<file path="src/rtl/moxie_wb_arb_pkg.sv">
// Shared state encodings and grant helper for the mox125 Wishbone arbiter.
package moxie_wb_arb_pkg;

  typedef logic [1:0] arb_state_t;

  // Arbiter states; the encoding doubles as the registered {D,I} grant vector
  localparam logic [1:0] ARB_IDLE  = 2'b00;
  localparam logic [1:0] ARB_GNT_I = 2'b01;
  localparam logic [1:0] ARB_GNT_D = 2'b10;

  // Winner of an arbitration round taken from IDLE. D has priority unless the
  // fairness counter says I has been passed over often enough.
  function automatic arb_state_t arb_pick(input logic i_req,
                                          input logic d_req,
                                          input logic fair_due);
    arb_state_t pick;
    pick = ARB_IDLE;
    if (i_req && d_req) begin
      pick = fair_due ? ARB_GNT_I : ARB_GNT_D;
    end else if (d_req) begin
      pick = ARB_GNT_D;
    end else if (i_req) begin
      pick = ARB_GNT_I;
    end
    return pick;
  endfunction

endpackage

</file>
<file path="src/rtl/moxie_wb_arb_watchdog.sv">
// Bus watchdog for the mox125 arbiter: counts stalled strobe cycles of the
// granted master and flags a one-cycle timeout when the limit is reached.
// Only instanced when MOXIE_WB_ARB_TIMEOUT_EN is defined.
module moxie_wb_arb_watchdog #(
  parameter int TIMEOUT_CYC = 255
) (
  input  logic clk_i,
  input  logic rst_i,
  input  logic granted,
  input  logic stb,
  input  logic ack,
  input  logic err,
  output logic timeout
);

  localparam int CNT_W = $clog2(TIMEOUT_CYC + 1);
  localparam logic [CNT_W-1:0] CNT_LAST = CNT_W'(TIMEOUT_CYC - 1);

  logic [CNT_W-1:0] cnt_q;
  logic             stalled;

  assign stalled = granted & stb & ~ack & ~err;

  // The cycle that would complete TIMEOUT_CYC stalled cycles is the one that errors
  assign timeout = stalled & (cnt_q == CNT_LAST);

  // Stall counter; any completion, the timeout itself, or leaving the grant restarts it
  always_ff @(posedge clk_i or posedge rst_i) begin
    if (rst_i) begin
      cnt_q <= '0;
    end else if (!granted || ack || err || timeout) begin
      cnt_q <= '0;
    end else if (stb) begin
      cnt_q <= cnt_q + CNT_W'(1);
    end
  end

endmodule

</file>
<file path="src/rtl/moxie_wb_arbiter.sv">
// Two-master Wishbone classic arbiter between the mox125 fetch (I) and
// execute (D) ports and the external wb_* pins. Registered grant held for a
// whole cyc, D priority with an anti-starvation limit for I.
// Optional watchdog enabled by defining MOXIE_WB_ARB_TIMEOUT_EN.
module moxie_wb_arbiter
  import moxie_wb_arb_pkg::*;
#(
  parameter int ADDR_W      = 32,
  parameter int DATA_W      = 16,
  parameter int SEL_W       = 2,
  parameter int FAIR_LIMIT  = 4,
  parameter int TIMEOUT_CYC = 255
) (
  input  logic              clk_i,
  input  logic              rst_i,
  input  logic [ADDR_W-1:0] i_adr_i,
  input  logic              i_cyc_i,
  input  logic              i_stb_i,
  output logic [DATA_W-1:0] i_dat_o,
  output logic              i_ack_o,
  output logic              i_err_o,
  input  logic [ADDR_W-1:0] d_adr_i,
  input  logic [DATA_W-1:0] d_dat_i,
  input  logic [SEL_W-1:0]  d_sel_i,
  input  logic              d_we_i,
  input  logic              d_cyc_i,
  input  logic              d_stb_i,
  output logic [DATA_W-1:0] d_dat_o,
  output logic              d_ack_o,
  output logic              d_err_o,
  output logic [ADDR_W-1:0] wb_adr_o,
  output logic [DATA_W-1:0] wb_dat_o,
  output logic [SEL_W-1:0]  wb_sel_o,
  output logic              wb_we_o,
  output logic              wb_cyc_o,
  output logic              wb_stb_o,
  input  logic [DATA_W-1:0] wb_dat_i,
  input  logic              wb_ack_i,
  input  logic              wb_err_i,
  output logic [1:0]        gnt_o
);

  localparam int FAIR_W = $clog2(FAIR_LIMIT + 1);
  localparam logic [FAIR_W-1:0] FAIR_MAX = FAIR_W'(FAIR_LIMIT);

  if (FAIR_LIMIT < 1) begin : g_bad_fair_limit
    $error("moxie_wb_arbiter: FAIR_LIMIT must be at least 1");
  end
  if (TIMEOUT_CYC < 2) begin : g_bad_timeout
    $error("moxie_wb_arbiter: TIMEOUT_CYC must be at least 2");
  end

  arb_state_t        state_q, state_d;
  logic [FAIR_W-1:0] fair_q, fair_d;
  logic              timeout;

  // Next grant and fairness count; arbitration only happens from IDLE so a
  // tenure always ends with one idle turnaround cycle
  always_comb begin
    state_d = state_q;
    fair_d  = fair_q;
    case (state_q)
      ARB_IDLE: begin
        state_d = arb_pick(i_cyc_i, d_cyc_i, fair_q == FAIR_MAX);
        if (state_d == ARB_GNT_I) begin
          fair_d = '0;
        end else if (state_d == ARB_GNT_D) begin
          if (!i_cyc_i) begin
            fair_d = '0;
          end else if (fair_q != FAIR_MAX) begin
            fair_d = fair_q + FAIR_W'(1);
          end
        end
      end
      ARB_GNT_I: begin
        if (!i_cyc_i) begin
          state_d = ARB_IDLE;
        end
      end
      ARB_GNT_D: begin
        if (!d_cyc_i) begin
          state_d = ARB_IDLE;
        end
      end
      default: begin
        state_d = ARB_IDLE;
      end
    endcase
  end

  // Grant and fairness registers; async reset drops the bus mid-tenure
  always_ff @(posedge clk_i or posedge rst_i) begin
    if (rst_i) begin
      state_q <= ARB_IDLE;
      fair_q  <= '0;
    end else begin
      state_q <= state_d;
      fair_q  <= fair_d;
    end
  end

`ifdef MOXIE_WB_ARB_TIMEOUT_EN
  logic master_stb;

  assign master_stb = (state_q == ARB_GNT_I) ? i_stb_i :
                      (state_q == ARB_GNT_D) ? d_stb_i : 1'b0;

  moxie_wb_arb_watchdog #(
    .TIMEOUT_CYC (TIMEOUT_CYC)
  ) u_watchdog (
    .clk_i   (clk_i),
    .rst_i   (rst_i),
    .granted (state_q != ARB_IDLE),
    .stb     (master_stb),
    .ack     (wb_ack_i),
    .err     (wb_err_i),
    .timeout (timeout)
  );
`else
  assign timeout = 1'b0;
`endif

  // Bus mux and response routing; the non-granted master never sees ack/err,
  // and an I tenure is always a full-width read
  always_comb begin
    wb_adr_o = '0;
    wb_dat_o = '0;
    wb_sel_o = '0;
    wb_we_o  = 1'b0;
    wb_cyc_o = 1'b0;
    wb_stb_o = 1'b0;
    i_ack_o  = 1'b0;
    i_err_o  = 1'b0;
    d_ack_o  = 1'b0;
    d_err_o  = 1'b0;
    case (state_q)
      ARB_GNT_I: begin
        wb_adr_o = i_adr_i;
        wb_sel_o = '1;
        wb_cyc_o = i_cyc_i;
        wb_stb_o = i_stb_i & ~timeout;
        i_ack_o  = wb_ack_i;
        i_err_o  = wb_err_i | timeout;
      end
      ARB_GNT_D: begin
        wb_adr_o = d_adr_i;
        wb_dat_o = d_dat_i;
        wb_sel_o = d_sel_i;
        wb_we_o  = d_we_i;
        wb_cyc_o = d_cyc_i;
        wb_stb_o = d_stb_i & ~timeout;
        d_ack_o  = wb_ack_i;
        d_err_o  = wb_err_i | timeout;
      end
      default: begin
      end
    endcase
  end

  assign i_dat_o = wb_dat_i;
  assign d_dat_o = wb_dat_i;
  assign gnt_o   = state_q;

endmodule

</file>
<file path="config.mk">
export PLATFORM = sky130hd
export DESIGN_NAME = moxie_wb_arbiter
export DESIGN_NICKNAME = d
export VERILOG_FILES = /design/src/rtl/moxie_wb_arb_pkg.sv /design/src/rtl/moxie_wb_arb_watchdog.sv /design/src/rtl/moxie_wb_arbiter.sv
export SDC_FILE = /design/constraint.sdc
export NUM_CORES = 1
export LEC_CHECK = 0
export CAP_MARGIN = 20
export CELL_PAD_IN_SITES_DETAIL_PLACEMENT = 0
export CELL_PAD_IN_SITES_GLOBAL_PLACEMENT = 1
export CORE_MARGIN = 10
export CORE_UTILIZATION = 14
export CTS_BUF_LIST = sky130_fd_sc_hd__clkbuf_8 sky130_fd_sc_hd__clkbuf_16
export DETAILED_ROUTE_END_ITERATION = 16
export GPL_TIMING_DRIVEN = 0
export PLACE_DENSITY = 0.92
export SYNTH_ARGS = -nofsm -noshare
export SYNTH_HDL_FRONTEND = slang
export SYNTH_SLANG_ARGS = --single-unit
export TNS_END_PERCENT = 20
</file>
<file path="constraint.sdc">
create_clock -name clk_i -period 2.5 [get_ports clk_i]
set_clock_uncertainty 0.1 [all_clocks]
set_input_delay 0.375 -clock clk_i [delete_from_list [all_inputs] [get_ports clk_i]]
set_output_delay 0.375 -clock clk_i [all_outputs]
set_load 0.02 [all_outputs]
</file>
== After elaboration in Yosys (flattened, before gate mapping) ==
Index checks and enable logic that the tools add are counted.

* Flip-flop bits (word level): 5
* Bits in latches: 0
* Word-level logic and storage cells: 39
* Bits in writable memories: 0
* ROM bits: 0
* Input bits: 107
* Output and inout port bits: 91
* Memories kept: 0

* Multiply operators: 0
* $lt $le $gt $ge: 0
* Reduce and logical (&&, ||, !) cells: 5
* Add/sub/neg operators: 1
* Div/mod/pow operators: 0
* Multiplexer cells: 22
* Shift operators: 0
* Equality and inequality tests: 9
* Bitwise gates (word level): 0

{| class="wikitable"
|+ Operator list
! operator !! count
|-
| 32-bit one-hot mux with 2 select lines || 1
|-
| 16-bit two-way mux || 1
|-
| 2-bit two-way mux || 6
|-
| 3-bit two-way mux || 4
|-
| 1-bit two-way mux || 6
|-
| 2-bit one-hot mux with 3 select lines || 1
|-
| 2-bit by 1-bit equality test with 1-bit output, second input constant || 2
|-
| 2-bit equality test, second input constant || 2
|-
| 2-bit inequality test, second input constant || 2
|-
| 1-bit one-hot mux with 2 select lines || 2
|-
| 2-bit one-hot mux with 2 select lines || 1
|-
| 3-bit by 1-bit adder with 3-bit output, second input constant || 1
|-
| 3-bit equality test, second input constant || 1
|-
| 3-bit by 1-bit inequality test with 1-bit output, second input constant || 1
|-
| 3-bit inequality test, second input constant || 1
|-
| 3-bit AND reduction || 1
|-
| 2-bit zero test || 1
|-
| 2-bit AND reduction || 1
|-
| 2-bit nonzero test || 1
|-
| 1-bit logical AND || 1
|}

== Logic depth before layout (Yosys ltp) ==
Gate-level depths: netlist (run 1).

* Word-level depth: 7
* Depth in mapped cells: 6

== Worst setup path after synthesis (run 1) ==
OpenSTA, ideal clock, no wires.

* Kind: register to output
* Start: register state_q[0] (netlist: gnt_o[0])
* End: output wb_adr_o[10]
* Setup slack: 0.530 ns
* Cell stages (with the launch flop): 5
* Arrival: 1.495 ns
* Cell sequence: dfrtp_1 -> inv_1 -> ha_1 -> clkbuf_1 -> nor2b_1

* Cells in the longest elaborated chain, start to end: 2
* Elaborated cells between the ends (all ways): 3
* Classes of those cells: 2 x eq/ne; 1 x mux

{| class="wikitable"
|+ Ends and longest elaborated chain
! item !! RTL line !! RTL
|-
| start, declared || moxie_wb_arbiter.sv:53 || <nowiki>arb_state_t state_q, state_d;</nowiki>
|-
| start signal, assigned || moxie_wb_arbiter.sv:97 || <nowiki>state_q <= state_d;</nowiki>
|-
| 2-bit equality test or 2-bit by 1-bit equality test with 1-bit output (tied branches) || moxie_wb_arbiter.sv:136 || <nowiki>case (state_q)</nowiki>
|-
| 32-bit one-hot mux with 2 select lines * || moxie_wb_arbiter.sv:136 ||
|-
| end, declared || moxie_wb_arbiter.sv:31 || <nowiki>output logic [ADDR_W-1:0] wb_adr_o,</nowiki>
|}

Every way passes the cells marked *; elsewhere a longest branch is shown, timed or not.

== Worst setup path in the final report (run 1) ==
* Start: register state_q[1] (netlist: gnt_o[1])
* End: output wb_adr_o[29]

Same word-level chain as after synthesis.

==> parameters.txt, run 1 <==
Parameter                              Value

Run status
  Run status    completed

Synth
  Number of different library cells in the post-synthesis netlist    20
  Synth warnings    0
  Average cell area after synthesis    7.34 µm²
  Number of cells produced by synthesis    169
  Sequential share of the synthesized area    10.1%
  Cell area after technology mapping    0.00124 mm²
  Synth Register Bits    5
  Synthesized Nets    281

Floorplan
  Die Outline Area    0.0130 mm²
  Overall die width    114 µm
  I/O pin count    198
  Std-Cell Core Area    0.00868 mm²
  Floorplan die height    114 µm
  Effective utilization at floorplan    14.3%
  Num rows    34

GRT
  Total congestion overflow after global routing    0
  Global-route wire length before repair    11300 µm
  Overall track demand over capacity in global routing    10.5%
  Number of antenna violations at the first check in global routing    0
  Maximum number of pins on one net before global-route repair    11
  Number of global-route vias before repair    1897

Worst setup path
  Path type of the worst setup path    register to primary output
  Launch point of the worst reg-to-reg path    gnt_o[0]
  Worst setup EP type    primary output
  Largest fanout of any net on the critical path    10
  Buffers plus inverters on the worst setup path    3
  Start point of the critical path    gnt_o[1]
  Arrival time at the worst endpoint    1.91 ns
  Critical Path Max Stage Delay    0.63 ns
  Family of cells with the greatest summed delay on the critical path    buffers and inverters
  CP max-delay cell    clkdlybuf4s50_1
  Startpoint kind of the worst setup timing path    register
  Sequence of cells on the critical path    inv_1 -> ha_1 -> buf_4 -> a22oi_1 -> nor2b_1 -> clkdlybuf4s50_1
  Data required time of the worst path    2.03 ns

Clocking
  Total CTS buffers    3
  Max Buffers Root-to-Sink    2
  H-Tree Depth    1
  Clock latency at the later pin of the worst-skew pair    0.22 ns
  Setup fix buffers added after clock tree synthesis    0
  Sink count of the clock tree    5
  CTS Hold Bufs    0
  Root Buffer    clkbuf_8
  Clock input transition at the sequential cells of the worst setup and hold paths    0.03 ns
  TritonCTS clock tree    built

Route
  Average wire per standard cell    16.6 µm
  Iter 0 DRT Violations    73
  Number of search-and-repair iterations in the first detailed-routing pass    4
  Number of nets with antenna violations after routing    0
  DR vias    1848
  DRC Markers    0
  Post-detailed-routing wire length    7670 µm
  Via count normalized by instance count    4.00

Timing
  Final period utilization    95.6%
  Unrepaired setup endpoints after global routing    yes
  Final critical path time including I/O delays and setup    2.39 ns
  Pin slew with the least headroom to its limit    0.330 ns
  Final hold violation count    0
  Number of setup violations in the final report    0
  Total count of max-transition violations in the final report    0
  Worst rel slew slack    77.8%
  Final sum of negative setup slack    0 ns
  Achievable clock frequency    418 MHz

Power and ir drop
  Pwr/cell area    699 mW/mm²
  Standby leakage power    1.69 nW
  Peak supply drop    483 µV
  Tot Pwr    0.00228 W

Finish
  Most used cells in the layout excluding fill and tap cells    clkdlybuf4s50_1, buf_4, nor2b_1
  Net count, final    467
  Share of layout cells above drive strength 1    14.4%
  Ant diodes    0
  Post-route insts no fill    462
  Filler cell count    914
  Commonest non-fill, non-tap cell in the layout    clkdlybuf4s50_1
  P&R area growth vs syn    163%

Min path
  Type of the tightest min-delay check    input port to async pin

Placed design
  Placed insts    458
  Weighted congestion reported at the end of routability-driven placement    0.720
  Final HPWL from detailed placement    6680 µm
  Number of port buffers    181

Job
  Max-cap violation count    0
## synth_stat cells
master    number  area share [%]
a22o_4         1             1.4
nand2b_1       1            0.50
nand4_1        1            0.50
a21oi_1        3             1.2
buf_2          7             2.8
a22oi_1       33              20
ha_1           5             5.0
o21ai_0        4             1.6
inv_1          6             1.8
nand2_1        3            0.91
buf_4         32              19
buf_6          1            0.91
clkbuf_1       5             1.5
a31oi_1        1            0.50
a32o_2         1            0.91
nand3b_1       1            0.61
dfrtp_1        5              10
nor2b_1       35              18
and2_1        22              11
a32o_1         2             1.6
## flip-flops by register name, summed over array words and instances, names as in the netlist
name	cells
fair_q	3
gnt_o	2
## metrics by stage
stage / hold WS, ns / utilization [%] / area [µm²] / setup slack [ns]
6_report: 0.248 / 37.6 / 3260 / 0.110
4_1_cts: 0.252 / 37.0 / 3210 / -0.133
5_1_grt: 0.273 / 37.6 / 3260 / -0.00163
3_3_place_gp: 0.397 / 36.7 / 3190 / -0.172
2_1_floorplan: 0.0535 / - / 1240 / 0.530
3_5_place_dp: 0.413 / 36.7 / 3190 / -0.160
## per-layer routing
metal	part of all wire [%]	vias to the layer above	wire length, µm	track usage (%)
met2	58	65	4470	20.7
li1	-	919	-	-
met5	0	-	0	0
met1	34	858	2630	11.2
met3	6.8	6	525	2.46
met4	0.55	0	42	1.50
## worst paths after layout
path / slack, ns / endpoint / cells after the start
worst max-delay path: 0.11 / wb_adr_o[29] / 6
worst min-delay path: 0.25 / fair_q[1] / 2
min in group clk_i: 0.42 / fair_q[0] / 1
max in group asynchronous: 1.89 / fair_q[0] / 2
worst min register to register: 0.42 / fair_q[0] / 1
worst max register to register: 0.94 / gnt_o[1] / 6
## power breakdown
part	internal, W	leakage [nW]	switching (W)	total [W]
clock network	0.000105	0.0269	0.0000375	0.000143
logic	0.000964	1.60	0.00103	0.00200
registers	0.000111	0.0666	0.0000278	0.000139
total	0.00118	1.69	0.00110	0.00228
## layout make-up
class                      count  area (µm²)  share of cell area, %
tap                          108         135                   4.14
multi-input combinational    113         791                   24.2
clock inverter                 1        3.75                  0.115
sequential                     5         125                   3.84
inverter                       6        22.5                  0.690
timing repair buffer         181        1810                   55.6
buffer                        45         329                   10.1
clock buffer                   3        41.3                   1.27
## timing repair
item | 4_1_cts | 5_1_grt
gates resized for setup | 46 | 24
gates cloned | 0 | 0
setup endpoints to repair | 53 | 28
pin swaps | 0 | 0
## kinds of logic after synthesis
logic type,share of synthesized area [%]
buffers and inverters,26.4
AOI/OAI and AO/OA,27.2
and+or+nand+nor,31.3
DFF,10.1
adders and majority gates,5.04
## worst reg2reg max path: stages (launching register included)
cell and delay, ns:
dfrtp_1 0.39, inv_1 0.08, ha_1 0.20, buf_6 0.15
a22o_4 0.26, a31oi_1 0.13, a32o_2 0.18
(Power assumes the default switching activity.)
==> inputs of run 2 (changes only) <==
--- a/config.mk
+++ b/config.mk
@@ -5,12 +5,12 @@
 export SDC_FILE = /design/constraint.sdc
 export NUM_CORES = 1
 export LEC_CHECK = 0
-export CAP_MARGIN = 20
 export CELL_PAD_IN_SITES_DETAIL_PLACEMENT = 0
 export CELL_PAD_IN_SITES_GLOBAL_PLACEMENT = 1
 export CORE_MARGIN = 10
 export CORE_UTILIZATION = 14
 export CTS_BUF_LIST = sky130_fd_sc_hd__clkbuf_8 sky130_fd_sc_hd__clkbuf_16
+export CTS_CLUSTER_DIAMETER = 100
 export DETAILED_ROUTE_END_ITERATION = 16
 export GPL_TIMING_DRIVEN = 0
 export PLACE_DENSITY = 0.92
==> results of run 2 <==
Same layout as run 1: the final DEF is identical, and so are final timing and power.
